## src/rtl/mem_bus_pkg.sv

```systemverilog
// Shared encodings for the unified memory bus arbiter.
// Latency: n/a (types and constants only).
// Backpressure: n/a.
package mem_bus_pkg;

  typedef enum logic [1:0] {
    IDLE   = 2'd0,
    BUSY_D = 2'd1,
    BUSY_I = 2'd2
  } arb_state_t;

  // Fetches always read a full word.
  localparam logic [3:0]  BE_WORD       = 4'hF;

  // Read data returned to a port whose access was aborted by the watchdog.
  localparam logic [31:0] BUS_ERR_RDATA = 32'h0000_0000;

endpackage

```

## src/rtl/mem_watchdog.sv

```systemverilog
// Bus watchdog: counts cycles spent waiting for an ack and flags expiry.
// Latency: expired is combinational, high in the TIMEOUT-th enabled cycle without clr.
// Backpressure: none; the counter restarts whenever clr, expiry or !en.
module mem_watchdog #(
  parameter int TIMEOUT = 255,
  parameter int CNT_W   = 8
) (
  input  logic clk,
  input  logic reset,
  input  logic en,
  input  logic clr,
  output logic expired
);

  // cnt holds the number of completed waiting cycles, so the cycle in which
  // it equals TIMEOUT-1 is the TIMEOUT-th cycle spent without an ack.
  localparam logic [CNT_W-1:0] LAST = CNT_W'(TIMEOUT - 1);

  logic [CNT_W-1:0] cnt;

  assign expired = en & ~clr & (cnt == LAST);

  // Count while enabled; restart on ack, on expiry and while idle.
  always_ff @(posedge clk or posedge reset) begin
    if (reset) begin
      cnt <= '0;
    end else if (clr || expired || !en) begin
      cnt <= '0;
    end else begin
      cnt <= cnt + 1'b1;
    end
  end

endmodule

```

## src/rtl/mem_arbiter.sv

```systemverilog
// Arbitrates the single-ported memory bus between fetch (I) and load/store (D), D first.
// Latency: request in cycle N -> mem_req in N+1; ack in N+1+k -> arb_stall low in N+2+k.
// Backpressure: arb_stall freezes the pipeline until every pending port access is done.
module mem_arbiter
  import mem_bus_pkg::*;
#(
  parameter int ADDR_W  = 32,
  parameter int DATA_W  = 32,
  parameter int TIMEOUT = 255,
  parameter int CNT_W   = 8
) (
  input  logic              clk,
  input  logic              reset,
  input  logic              i_req,
  input  logic [ADDR_W-1:0] i_addr,
  output logic [DATA_W-1:0] i_rdata,
  input  logic              d_req,
  input  logic              d_we,
  input  logic [3:0]        d_be,
  input  logic [ADDR_W-1:0] d_addr,
  input  logic [DATA_W-1:0] d_wdata,
  output logic [DATA_W-1:0] d_rdata,
  output logic              mem_req,
  output logic              mem_we,
  output logic [3:0]        mem_be,
  output logic [ADDR_W-1:0] mem_addr,
  output logic [DATA_W-1:0] mem_wdata,
  input  logic              mem_ack,
  input  logic [DATA_W-1:0] mem_rdata,
  output logic              arb_stall,
  output logic              bus_err
);

  localparam logic [DATA_W-1:0] ERR_RDATA = DATA_W'(BUS_ERR_RDATA);

  arb_state_t state, state_nxt;

  logic i_done, d_done;
  logic i_pend, d_pend;
  logic busy, ack_ok, timeout, fin;
  logic issue_d, issue_i;

  // A port is pending while it requests and its current access is not yet done.
  assign i_pend    = i_req & ~i_done;
  assign d_pend    = d_req & ~d_done;
  assign arb_stall = i_pend | d_pend;

  assign busy    = (state != IDLE);
  assign ack_ok  = busy & mem_ack;   // acks outside a transaction are ignored
  assign fin     = ack_ok | timeout;
  assign bus_err = timeout;

  mem_watchdog #(
    .TIMEOUT (TIMEOUT),
    .CNT_W   (CNT_W)
  ) u_watchdog (
    .clk     (clk),
    .reset   (reset),
    .en      (busy),
    .clr     (ack_ok),
    .expired (timeout)
  );

  // State register.
  always_ff @(posedge clk or posedge reset) begin
    if (reset) begin
      state <= IDLE;
    end else begin
      state <= state_nxt;
    end
  end

  // Next state and issue decisions; after an ack the other port is issued
  // back-to-back, after a timeout the bus always returns to IDLE first.
  always_comb begin
    state_nxt = state;
    issue_d   = 1'b0;
    issue_i   = 1'b0;
    case (state)
      IDLE: begin
        if (d_pend) begin
          state_nxt = BUSY_D;
          issue_d   = 1'b1;
        end else if (i_pend) begin
          state_nxt = BUSY_I;
          issue_i   = 1'b1;
        end
      end
      BUSY_D: begin
        if (fin) begin
          if (ack_ok && i_pend) begin
            state_nxt = BUSY_I;
            issue_i   = 1'b1;
          end else begin
            state_nxt = IDLE;
          end
        end
      end
      BUSY_I: begin
        if (fin) begin
          if (ack_ok && d_pend) begin
            state_nxt = BUSY_D;
            issue_d   = 1'b1;
          end else begin
            state_nxt = IDLE;
          end
        end
      end
      default: state_nxt = IDLE;
    endcase
  end

  // Bus request registers: sampled only at issue, held until the access ends.
  always_ff @(posedge clk or posedge reset) begin
    if (reset) begin
      mem_req   <= 1'b0;
      mem_we    <= 1'b0;
      mem_be    <= '0;
      mem_addr  <= '0;
      mem_wdata <= '0;
    end else if (issue_d) begin
      mem_req   <= 1'b1;
      mem_we    <= d_we;
      mem_be    <= d_be;
      mem_addr  <= d_addr;
      mem_wdata <= d_wdata;
    end else if (issue_i) begin
      mem_req   <= 1'b1;
      mem_we    <= 1'b0;
      mem_be    <= BE_WORD;
      mem_addr  <= i_addr;
      mem_wdata <= '0;
    end else if (fin) begin
      mem_req   <= 1'b0;
      mem_we    <= 1'b0;
    end
  end

  // Done flags: set on completion, dropped when the pipeline advances.
  // Completion wins so a flushed access still reports done.
  always_ff @(posedge clk or posedge reset) begin
    if (reset) begin
      i_done <= 1'b0;
      d_done <= 1'b0;
    end else begin
      if (fin && state == BUSY_I) begin
        i_done <= 1'b1;
      end else if (!arb_stall) begin
        i_done <= 1'b0;
      end
      if (fin && state == BUSY_D) begin
        d_done <= 1'b1;
      end else if (!arb_stall) begin
        d_done <= 1'b0;
      end
    end
  end

  // Per-port read data, stable until the next completion of that port.
  // Stores leave d_rdata alone; an aborted access returns the error word.
  always_ff @(posedge clk or posedge reset) begin
    if (reset) begin
      i_rdata <= '0;
      d_rdata <= '0;
    end else begin
      if (state == BUSY_I) begin
        if (ack_ok) begin
          i_rdata <= mem_rdata;
        end else if (timeout) begin
          i_rdata <= ERR_RDATA;
        end
      end
      if (state == BUSY_D) begin
        if (ack_ok) begin
          if (!mem_we) begin
            d_rdata <= mem_rdata;
          end
        end else if (timeout) begin
          d_rdata <= ERR_RDATA;
        end
      end
    end
  end

endmodule

```

## config.mk

```make
export PLATFORM = sky130hd
export DESIGN_NAME = mem_arbiter
export DESIGN_NICKNAME = d
export VERILOG_FILES = /design/src/rtl/mem_bus_pkg.sv /design/src/rtl/mem_watchdog.sv /design/src/rtl/mem_arbiter.sv
export SDC_FILE = /design/constraint.sdc
export NUM_CORES = 1
export LEC_CHECK = 0
export BUFFER_PORTS_ARGS = -buffer_cell sky130_fd_sc_hd__buf_2
export CORE_ASPECT_RATIO = 1.4
export CORE_MARGIN = 2
export CORE_UTILIZATION = 43
export DETAILED_ROUTE_END_ITERATION = 6
export HOLD_SLACK_MARGIN = 0.12
export PLACE_DENSITY = 0.73
export SYNTH_ARGS = -nofsm -noshare
export SYNTH_HDL_FRONTEND = slang
export SYNTH_SLANG_ARGS = --single-unit
```

## constraint.sdc

```tcl
create_clock -name clk -period 4.7 [get_ports clk]
set_input_delay 1.175 -clock clk [delete_from_list [all_inputs] [get_ports clk]]
set_output_delay 1.175 -clock clk [all_outputs]
set_load 0.05 [all_outputs]
```

==> out/qor.yml, run 1 <==
status: "finished clean"
rows: 52
swShare_pct: 49.0
wl_per_cell_um: 18.3
post-route-util_pct: 58.5
ant_nets: 0
hold_violations: 0
synth_nets: 609
clk_latency_ns: 0.41
power.leakage_uw: 0.00442
drtIter0Drc: 159
core-area_um2: 14400
post_cts_buffers: 0
place_hpwl_mm: 11.9
cpPeakStageDelay_ns: 1.03
antenna_found_initial: 1
grt_pass1_wl_mm: 27.5
intPower_uw: 3880
vias_per_cell: 5.27
p_seq_share_pct: 28.7
ys_top_cells_by_area: "dfrtp_1, mux2_4, a22o_1"
worstSetupPathType: "flip-flop to primary output"
grt_use_total_pct: 22.5
die_w_um: 106
setup_slack_ns: 1.18
tightest_slew_ns: 1.15
fin_crit_sh_pct: 74.9
ys.flop_type: "dfrtp_1"
h-tree-depth: 4
hp-class: "flip-flop to flip-flop"
first_global_vias: 5262
cp-start-kind: "flip-flop"
setup_viol: 0
crit_family: "flip-flops"
synth_area_leader_cell: "dfrtp_1"
synth_edf_count: 0
required_ns: 3.52
min_from: "mem_req$_DFFE_PP0P_"
ioPinCount: 274
fin_setup_tns_ns: 0
peakVddDrop_mv: 0.483
synth_cells: 469
synth.distinct_cells: 35
clk_pin_slew_ns: 0.06
overflow: 0
maxCapViolCount: 0
initial_core_util_pct: 43.6
skew_ns: 0.00885
async_reset_ff_share_pct: 100
clockBufferDepth: 2
num_vias: 4945
numCtsBuffers: 17
fin_crit_ns: 3.52
maxSlewViolCount: 0
critPathSlowestCell: "dfrtp_1"
critPathMostFrequentCell: "nor2_1"
powerDensity_nw_per_um2: 904
final_cell_mix: "buf_2, dfrtp_1, a22o_1"
final_common_cell: "buf_2"
yosysTopAreaCellShare_pct: 58.3
critPathLaunch: "state[0]$_DFFE_PP0P_"
portBuffers: 273
syn_area_per_cell_um2: 13.4
max_slew_margin_pct: 23.0
ys_ff_latch: 146
cts_resized: 0
combinationalPowerShare_pct: 52.7
grt_max_degree: 55
cts_num_sinks: 146
path_buf_inv: 1
syn_to_final_growth_pct: 34.2
seq_area_frac_synth_pct: 58.3
drc: 0
rsz0062_at_grt: "no"
crit_arrival_ns: 2.35
postCtsHoldBufs: 0
dr.pass1.iters: 4
wl_mm: 17.2
die_h_um: 147
place.gp.congestion: 0.816
die_area_um2: 15600
crit_fanout: 37
p_clk_share_pct: 18.6
cts_tree: "yes"
timing.rr.start: "state[0]$_DFFE_PP0P_"
cts_root_buffer: "clkbuf_16"
fmax_mhz: 284
nNetsFinal: 876
pre_cts_slack_ns: 1.17
crit_chain: "nor2_1 -> nor2_1 -> and3_1 -> buf_2"
synthesis.area_um2: 6270
drive_above_1_share_pct: 51.9
yosys_warnings: 0
p_sw_uw: 3720
crit_path_end_kind: "primary output"
-- flip-flops by register name, indices dropped and copies added (netlist names), 2 cells and up --
signal and count:
mem_addr 32, state 2, u_watchdog.cnt 8, d_rdata 32
i_rdata 32, mem_be 4, mem_wdata 32
-- through the flow --
stage / power [µW] / instance area (µm²) / instances / hold slack (ns)
after global routing: 7950 / 8410 / 939 / 0.507
after CTS: 7650 / 8410 / 938 / 0.481
after detailed placement: 6200 / 7790 / 906 / 0.467
after floorplan: 5270 / 6270 / 469 / 0.475
final: 7600 / 8410 / 939 / 0.478
after global placement: 6100 / 7790 / 906 / 0.462
-- path summary, 6_finish.rpt --
path                                            endpoint  slack, ns  depth (start not counted)
worst max-delay path                             bus_err       1.18                          4
worst min-delay path                 mem_req$_DFFE_PP0P_       0.48                          1
worst max register to register  mem_addr[12]$_DFFE_PP0P_       1.61                          5
worst min register to register       mem_req$_DFFE_PP0P_       0.48                          1
max in group asynchronous             mem_we$_DFFE_PP0P_       2.56                          3
min in group asynchronous        i_rdata[22]$_DFFE_PP0P_       1.03                          2
-- power by group through the flow --
stage | logic, µW | clock network [µW] | registers [µW]
2_1_floorplan | 1340 | 0 | 3930
3_3_place_gp | 3940 | 0 | 2160
3_5_place_dp | 4020 | 0 | 2180
4_1_cts | 4030 | 1450 | 2170
5_1_grt | 4190 | 1510 | 2250
6_report | 4010 | 1420 | 2180
-- cell type report --
class,instances,area [µm²]
antenna,1,2.50
clock buffer,18,439
clock inverter,14,179
fill,1210,5970
inverter,37,143
multi-input combinational,252,2310
sequential,146,3650
tap,189,236
timing repair buffer,282,1450
-- kinds of logic (layout without fill, tap and decap cells) --
group                      after synthesis  count (layout)  share of synthesized area (%)
AOI/OAI and AO/OA                      115             115                           13.7
xor gates and xnor gates                 6               6                          0.838
adders and majority gates                2               2                          0.399
buffers and inverters                   71             351                           5.11
DFF                                    146             146                           58.3
muxes                                   64              64                           14.5
other                                    0               1                              0
and+or+nand+nor                         65              65                           7.20
-- routing by layer --
metal	GRT usage, %	up-vias	part of all wire [%]
li1	-	2233	-
met1	26.6	2472	39
met2	39.0	207	53
met3	5.41	33	5.6
met4	9.21	0	2.7
met5	0	-	0
-- cell usage after synthesis (4+ instances only) --
cell,instances
a22o_1,65
xor2_1,5
o22a_1,4
nand4b_1,32
dfrtp_1,146
o21ai_0,35
mux2_2,14
buf_2,4
mux2_4,50
clkbuf_1,23
nand3_1,5
nor2_1,13
inv_1,37
Note: power is estimated with default switching activity, not from simulation.
==> inputs of run 2 (changes only) <==
clock period = 3 ns   (was 4.7 ns; I/O delays follow)
==> out/qor.yml, run 2 (synthesized netlist as in run 1, its figures left out) <==
status: "finished clean"
r2r-end: "mem_addr[16]$_DFFE_PP0P_"
nNetsFinal: 877
power.leakage_uw: 0.00445
antenna_found_initial: 1
final_cell_mix: "buf_2, dfrtp_1, a22o_1"
combinationalPowerShare_pct: 52.9
initial_core_util_pct: 43.6
wl_per_cell_um: 19.0
tightest_slew_ns: 1.10
dpl-instance-area_um2: 7830
fill_cells: 1200
fin_crit_sh_pct: 88.2
cts_tree: "yes"
die_area_um2: 15600
critPathMostFrequentCell: "nor2_1"
drc: 0
max_slew_margin_pct: 26.4
cp-start-kind: "flip-flop"
clk_latency_ns: 0.43
portBuffers: 273
layout.area.seq_um2: 3650
critPathSlowestCell: "dfrtp_1"
die_h_um: 147
rows: 52
grt_pass1_wl_mm: 27.8
worstSetupPathType: "flip-flop to primary output"
num_vias: 5004
clockBufferDepth: 2
h-tree-depth: 4
first_global_vias: 5161
crit_fanout: 36
wl_mm: 17.8
die_w_um: 106
cts_root_buffer: "clkbuf_16"
postCtsHoldBufs: 0
skew_ns: 0.00834
overflow: 0
dr.pass1.iters: 4
drive_above_1_share_pct: 52.0
syn_to_final_growth_pct: 35.5
p_seq_share_pct: 27.5
fin_setup_tns_ns: 0
p_sw_uw: 5870
maxCapViolCount: 0
ant_nets: 0
vias_per_cell: 5.32
fin_crit_ns: 2.65
fmax_mhz: 378
place_hpwl_mm: 12.2
powerDensity_nw_per_um2: 1430
hp-class: "input pin to async pin"
setup_viol: 0
timing.rr.start: "state[0]$_DFFE_PP0P_"
ioPinCount: 274
final_common_cell: "buf_2"
core-area_um2: 14400
crit_arrival_ns: 1.90
worst-r2r-cell-count: 4
place.gp.congestion: 0.840
multi_input_area_um2: 2310
intPower_uw: 6270
rsz0062_at_grt: "no"
cts_num_sinks: 146
hold_violations: 0
clk_pin_slew_ns: 0.06
grt_use_total_pct: 23.0
fin_area_um2: 8490
maxSlewViolCount: 0
rrSetupSlack_ns: 0.74
drtIter0Drc: 246
crit_path_end_kind: "primary output"
p_clk_share_pct: 19.6
post_cts_buffers: 0
swShare_pct: 48.4
grt_max_degree: 81
peakVddDrop_mv: 0.876
crit_chain: "buf_4 -> nor2_1 -> nor2_1 -> and3_1 -> buf_2"
cts_resized: 0
required_ns: 2.25
cpPeakStageDelay_ns: 0.39
numCtsBuffers: 17
run 2: changes by cell type in the layout (fill, tap and decap cells not counted), sizes merged:
cell and delta:
inv -1, buf +1, bufinv +2, clkinvlp +1
clkinv -2
run 2: cell type report:
cell class / instances / area share (%)
diodes: 1 / 0.0295
inverters: 37 / 1.68
clock buffers: 18 / 5.17
well taps: 189 / 2.78
clock inverters: 14 / 2.68
flip-flops and latches: 146 / 43.0
multi-input cells: 252 / 27.2
repair buffers: 283 / 17.4
run 2: how the worst max path moves through the flow:
stage / startpoint / to / slack (ns) / depth (start not counted)
6_report: state[0]$_DFFE_PP0P_ / bus_err / 0.35 / 5
2_1_floorplan: d_req / mem_addr[10]$_DFFE_PP0P_ / 0.35 / 6
3_3_place_gp: d_req / mem_addr[30]$_DFFE_PP0P_ / 0.29 / 5
5_1_grt: state[0]$_DFFE_PP0P_ / bus_err / 0.25 / 5
3_5_place_dp: d_req / mem_addr[30]$_DFFE_PP0P_ / 0.22 / 5
4_1_cts: state[0]$_DFFE_PP0P_ / bus_err / 0.35 / 5
run 2: metrics by stage:
stage	power (µW)	std cells	setup WS [ns]	util (%)	hold WS (ns)
2_1_floorplan	8250	469	0.354	-	0.475
3_3_place_gp	9600	907	0.288	54.4	0.464
3_5_place_dp	9770	907	0.215	54.4	0.476
4_1_cts	12200	939	0.348	59.1	0.462
5_1_grt	12700	940	0.245	59.1	0.481
6_report	12100	940	0.354	59.1	0.453
run 2: routing by layer:
layer / part of all wire [%] / track usage, % / up-vias
met5: 0 / 0 / -
met4: 5.1 / 13.5 / 0
met3: 5.3 / 5.46 / 58
met2: 50 / 37.3 / 216
met1: 39 / 28.0 / 2487
li1: - / - / 2243
run 2: power groups by stage:
stage | sequential (µW) | clock [µW] | combinational, µW
after floorplan | 6160 | 0 | 2100
after global placement | 3300 | 0 | 6300
after detailed placement | 3340 | 0 | 6430
after CTS | 3340 | 2420 | 6450
after global routing | 3450 | 2510 | 6700
final | 3340 | 2380 | 6420
run 2: worst max-delay path, delay by kind of cell (launching register included):
family	cells	cell delay, ns
DFF	1	0.39
and+or+nand+nor	3	0.62
buffers and inverters	2	0.45
==> inputs of run 3 (changes only) <==
CORE_UTILIZATION = 44   (was 43)
CTS_BUF_LIST = sky130_fd_sc_hd__clkbuf_4   (was unset)
PLACE_DENSITY = 0.75   (was 0.73)
==> out/qor.yml, run 3 (synthesized netlist as in run 1, its figures left out) <==
skew_ns: 0.0234
overflow: 0
p_seq_share_pct: 30.3
h-tree-depth: 4
rows: 51
status: "finished clean"
swShare_pct: 51.8
wl_met3_um: 964
min_from: "d_wdata[21]"
whs_endpoint: "mem_wdata[21]$_DFFE_PP0P_"
timing.rr.start: "state[1]$_DFFE_PP0P_"
fill_cells: 1228
postCtsHoldBufs: 0
die_w_um: 105
drc: 0
maxSlewViolCount: 0
place_hpwl_mm: 11.7
ioPinCount: 274
clk_latency_ns: 0.52
wl_met2_mm: 8.98
clk_pin_slew_ns: 0.13
wl_per_cell_um: 18.0
hold_violations: 0
num_vias: 4950
rsz0062_at_grt: "no"
rrSetupSlack_ns: 0.57
dr.pass1.iters: 4
min_path_cells: 2
die_h_um: 145
core-area_um2: 13900
nNetsFinal: 875
cpPeakStageDelay_ns: 0.39
top_layer: "met4"
cts_num_sinks: 146
intPower_uw: 5270
hp-class: "input pin to flip-flop"
crit_chain: "buf_4 -> nor2_1 -> nor2_1 -> and3_1 -> buf_2"
drt-met1-wl_mm: 6.52
wl_mm: 16.9
tightest_slew_ns: 1.19
grt_use_total_pct: 22.1
setup_viol: 0
initial_core_util_pct: 45.1
worst-r2r-cell-count: 4
placed_cells: 901
peakVddDrop_mv: 0.737
cts_tree: "yes"
p_clk_share_pct: 11.4
antenna_found_initial: 3
drtIter0Drc: 178
portBuffers: 273
drive_above_1_share_pct: 51.9
cts_resized: 0
layout.area.seq_um2: 3650
final_common_cell: "buf_2"
fin_crit_ns: 2.71
multi_input_area_um2: 2310
syn_to_final_growth_pct: 28.9
required_ns: 2.25
max_slew_margin_pct: 20.1
r2r-end: "i_rdata[25]$_DFFE_PP0P_"
powerDensity_nw_per_um2: 1350
grt_max_degree: 147
grt_pass1_wl_mm: 27.1
crit_fanout: 36
critPathSlowestCell: "dfrtp_1"
place.gp.congestion: 0.851
worstSetupPathType: "flip-flop to primary output"
p_sw_uw: 5660
crit_arrival_ns: 1.96
cp-start-kind: "flip-flop"
fin_crit_sh_pct: 90.5
critPathMostFrequentCell: "nor2_1"
post_cts_buffers: 0
final_cell_mix: "buf_2, dfrtp_1, a22o_1"
cts_root_buffer: "clkbuf_4"
crit_path_end_kind: "primary output"
clockBufferDepth: 2
first_global_vias: 5216
ant_nets: 0
numCtsBuffers: 17
vias_per_cell: 5.29
fin_setup_tns_ns: 0
power.leakage_uw: 0.00428
combinationalPowerShare_pct: 58.4
fin_cells: 936
maxCapViolCount: 0
fmax_mhz: 368
die_area_um2: 15200
==> run 3: cell types whose count changed in the layout (fill, tap and decap cells not counted) <==
cell and change:
diode_2 +2, clkbuf_8 -1, bufinv_16 -3, clkbuf_16 -17, clkbuf_4 +20, buf_12 -1
buf_4 -1, inv_8 -1, clkinv_2 +4, clkinvlp_4 -2
==> run 3: metal layers <==
metal,vias to the layer above,GRT usage (%)
met4,0,8.20
met2,197,39.4
met1,2493,25.7
met3,26,5.12
met5,-,0
li1,2234,-
==> run 3: final cells by class <==
cell class              count  share of cell area (%)
diodes                      3                  0.0929
clock buffers              20                    1.86
clock inverters            12                    1.63
inverters                  37                    1.76
multi-input cells         252                    28.6
flip-flops and latches    146                    45.2
well taps                 185                    2.86
repair buffers            281                    18.0
==> run 3: metrics by stage <==
| step | utilization (%) | worst slack (ns) | hold slack, ns | power (µW) | instance area (µm²) |
|---|---|---|---|---|---|
| floorplan | - | 0.354 | 0.475 | 8250 | 6270 |
| global placement | 56.0 | 0.279 | 0.462 | 9600 | 7790 |
| detailed placement | 56.0 | 0.217 | 0.471 | 9730 | 7790 |
| CTS | 58.0 | 0.211 | 0.393 | 11000 | 8070 |
| global route | 58.1 | 0.0990 | 0.386 | 11400 | 8080 |
| finish | 58.1 | 0.285 | 0.447 | 10900 | 8080 |
==> run 3: power by group through the flow <==
stage	combinational [µW]	clock [µW]	sequential [µW]
floorplan	2100	0	6160
global placement	6300	0	3300
detailed placement	6400	0	3330
CTS	6410	1290	3310
global route	6660	1370	3410
finish	6380	1240	3310
==> run 3: critical path, delay by kind of cell (launching register included) <==
family,cells,cell delay (ns)
buffers and inverters,2,0.57
DFF,1,0.39
and+or+nand+nor,3,0.48
==> run 3: how the worst max path moves through the flow <==
stage	from	to	slack, ns	cells past startpoint
2_1_floorplan	d_req	mem_addr[10]$_DFFE_PP0P_	0.35	6
3_3_place_gp	d_req	mem_addr[30]$_DFFE_PP0P_	0.28	5
3_5_place_dp	d_req	mem_addr[26]$_DFFE_PP0P_	0.22	5
4_1_cts	state[0]$_DFFE_PP0P_	bus_err	0.21	5
5_1_grt	state[0]$_DFFE_PP0P_	bus_err	0.1	5
6_report	state[0]$_DFFE_PP0P_	bus_err	0.29	5
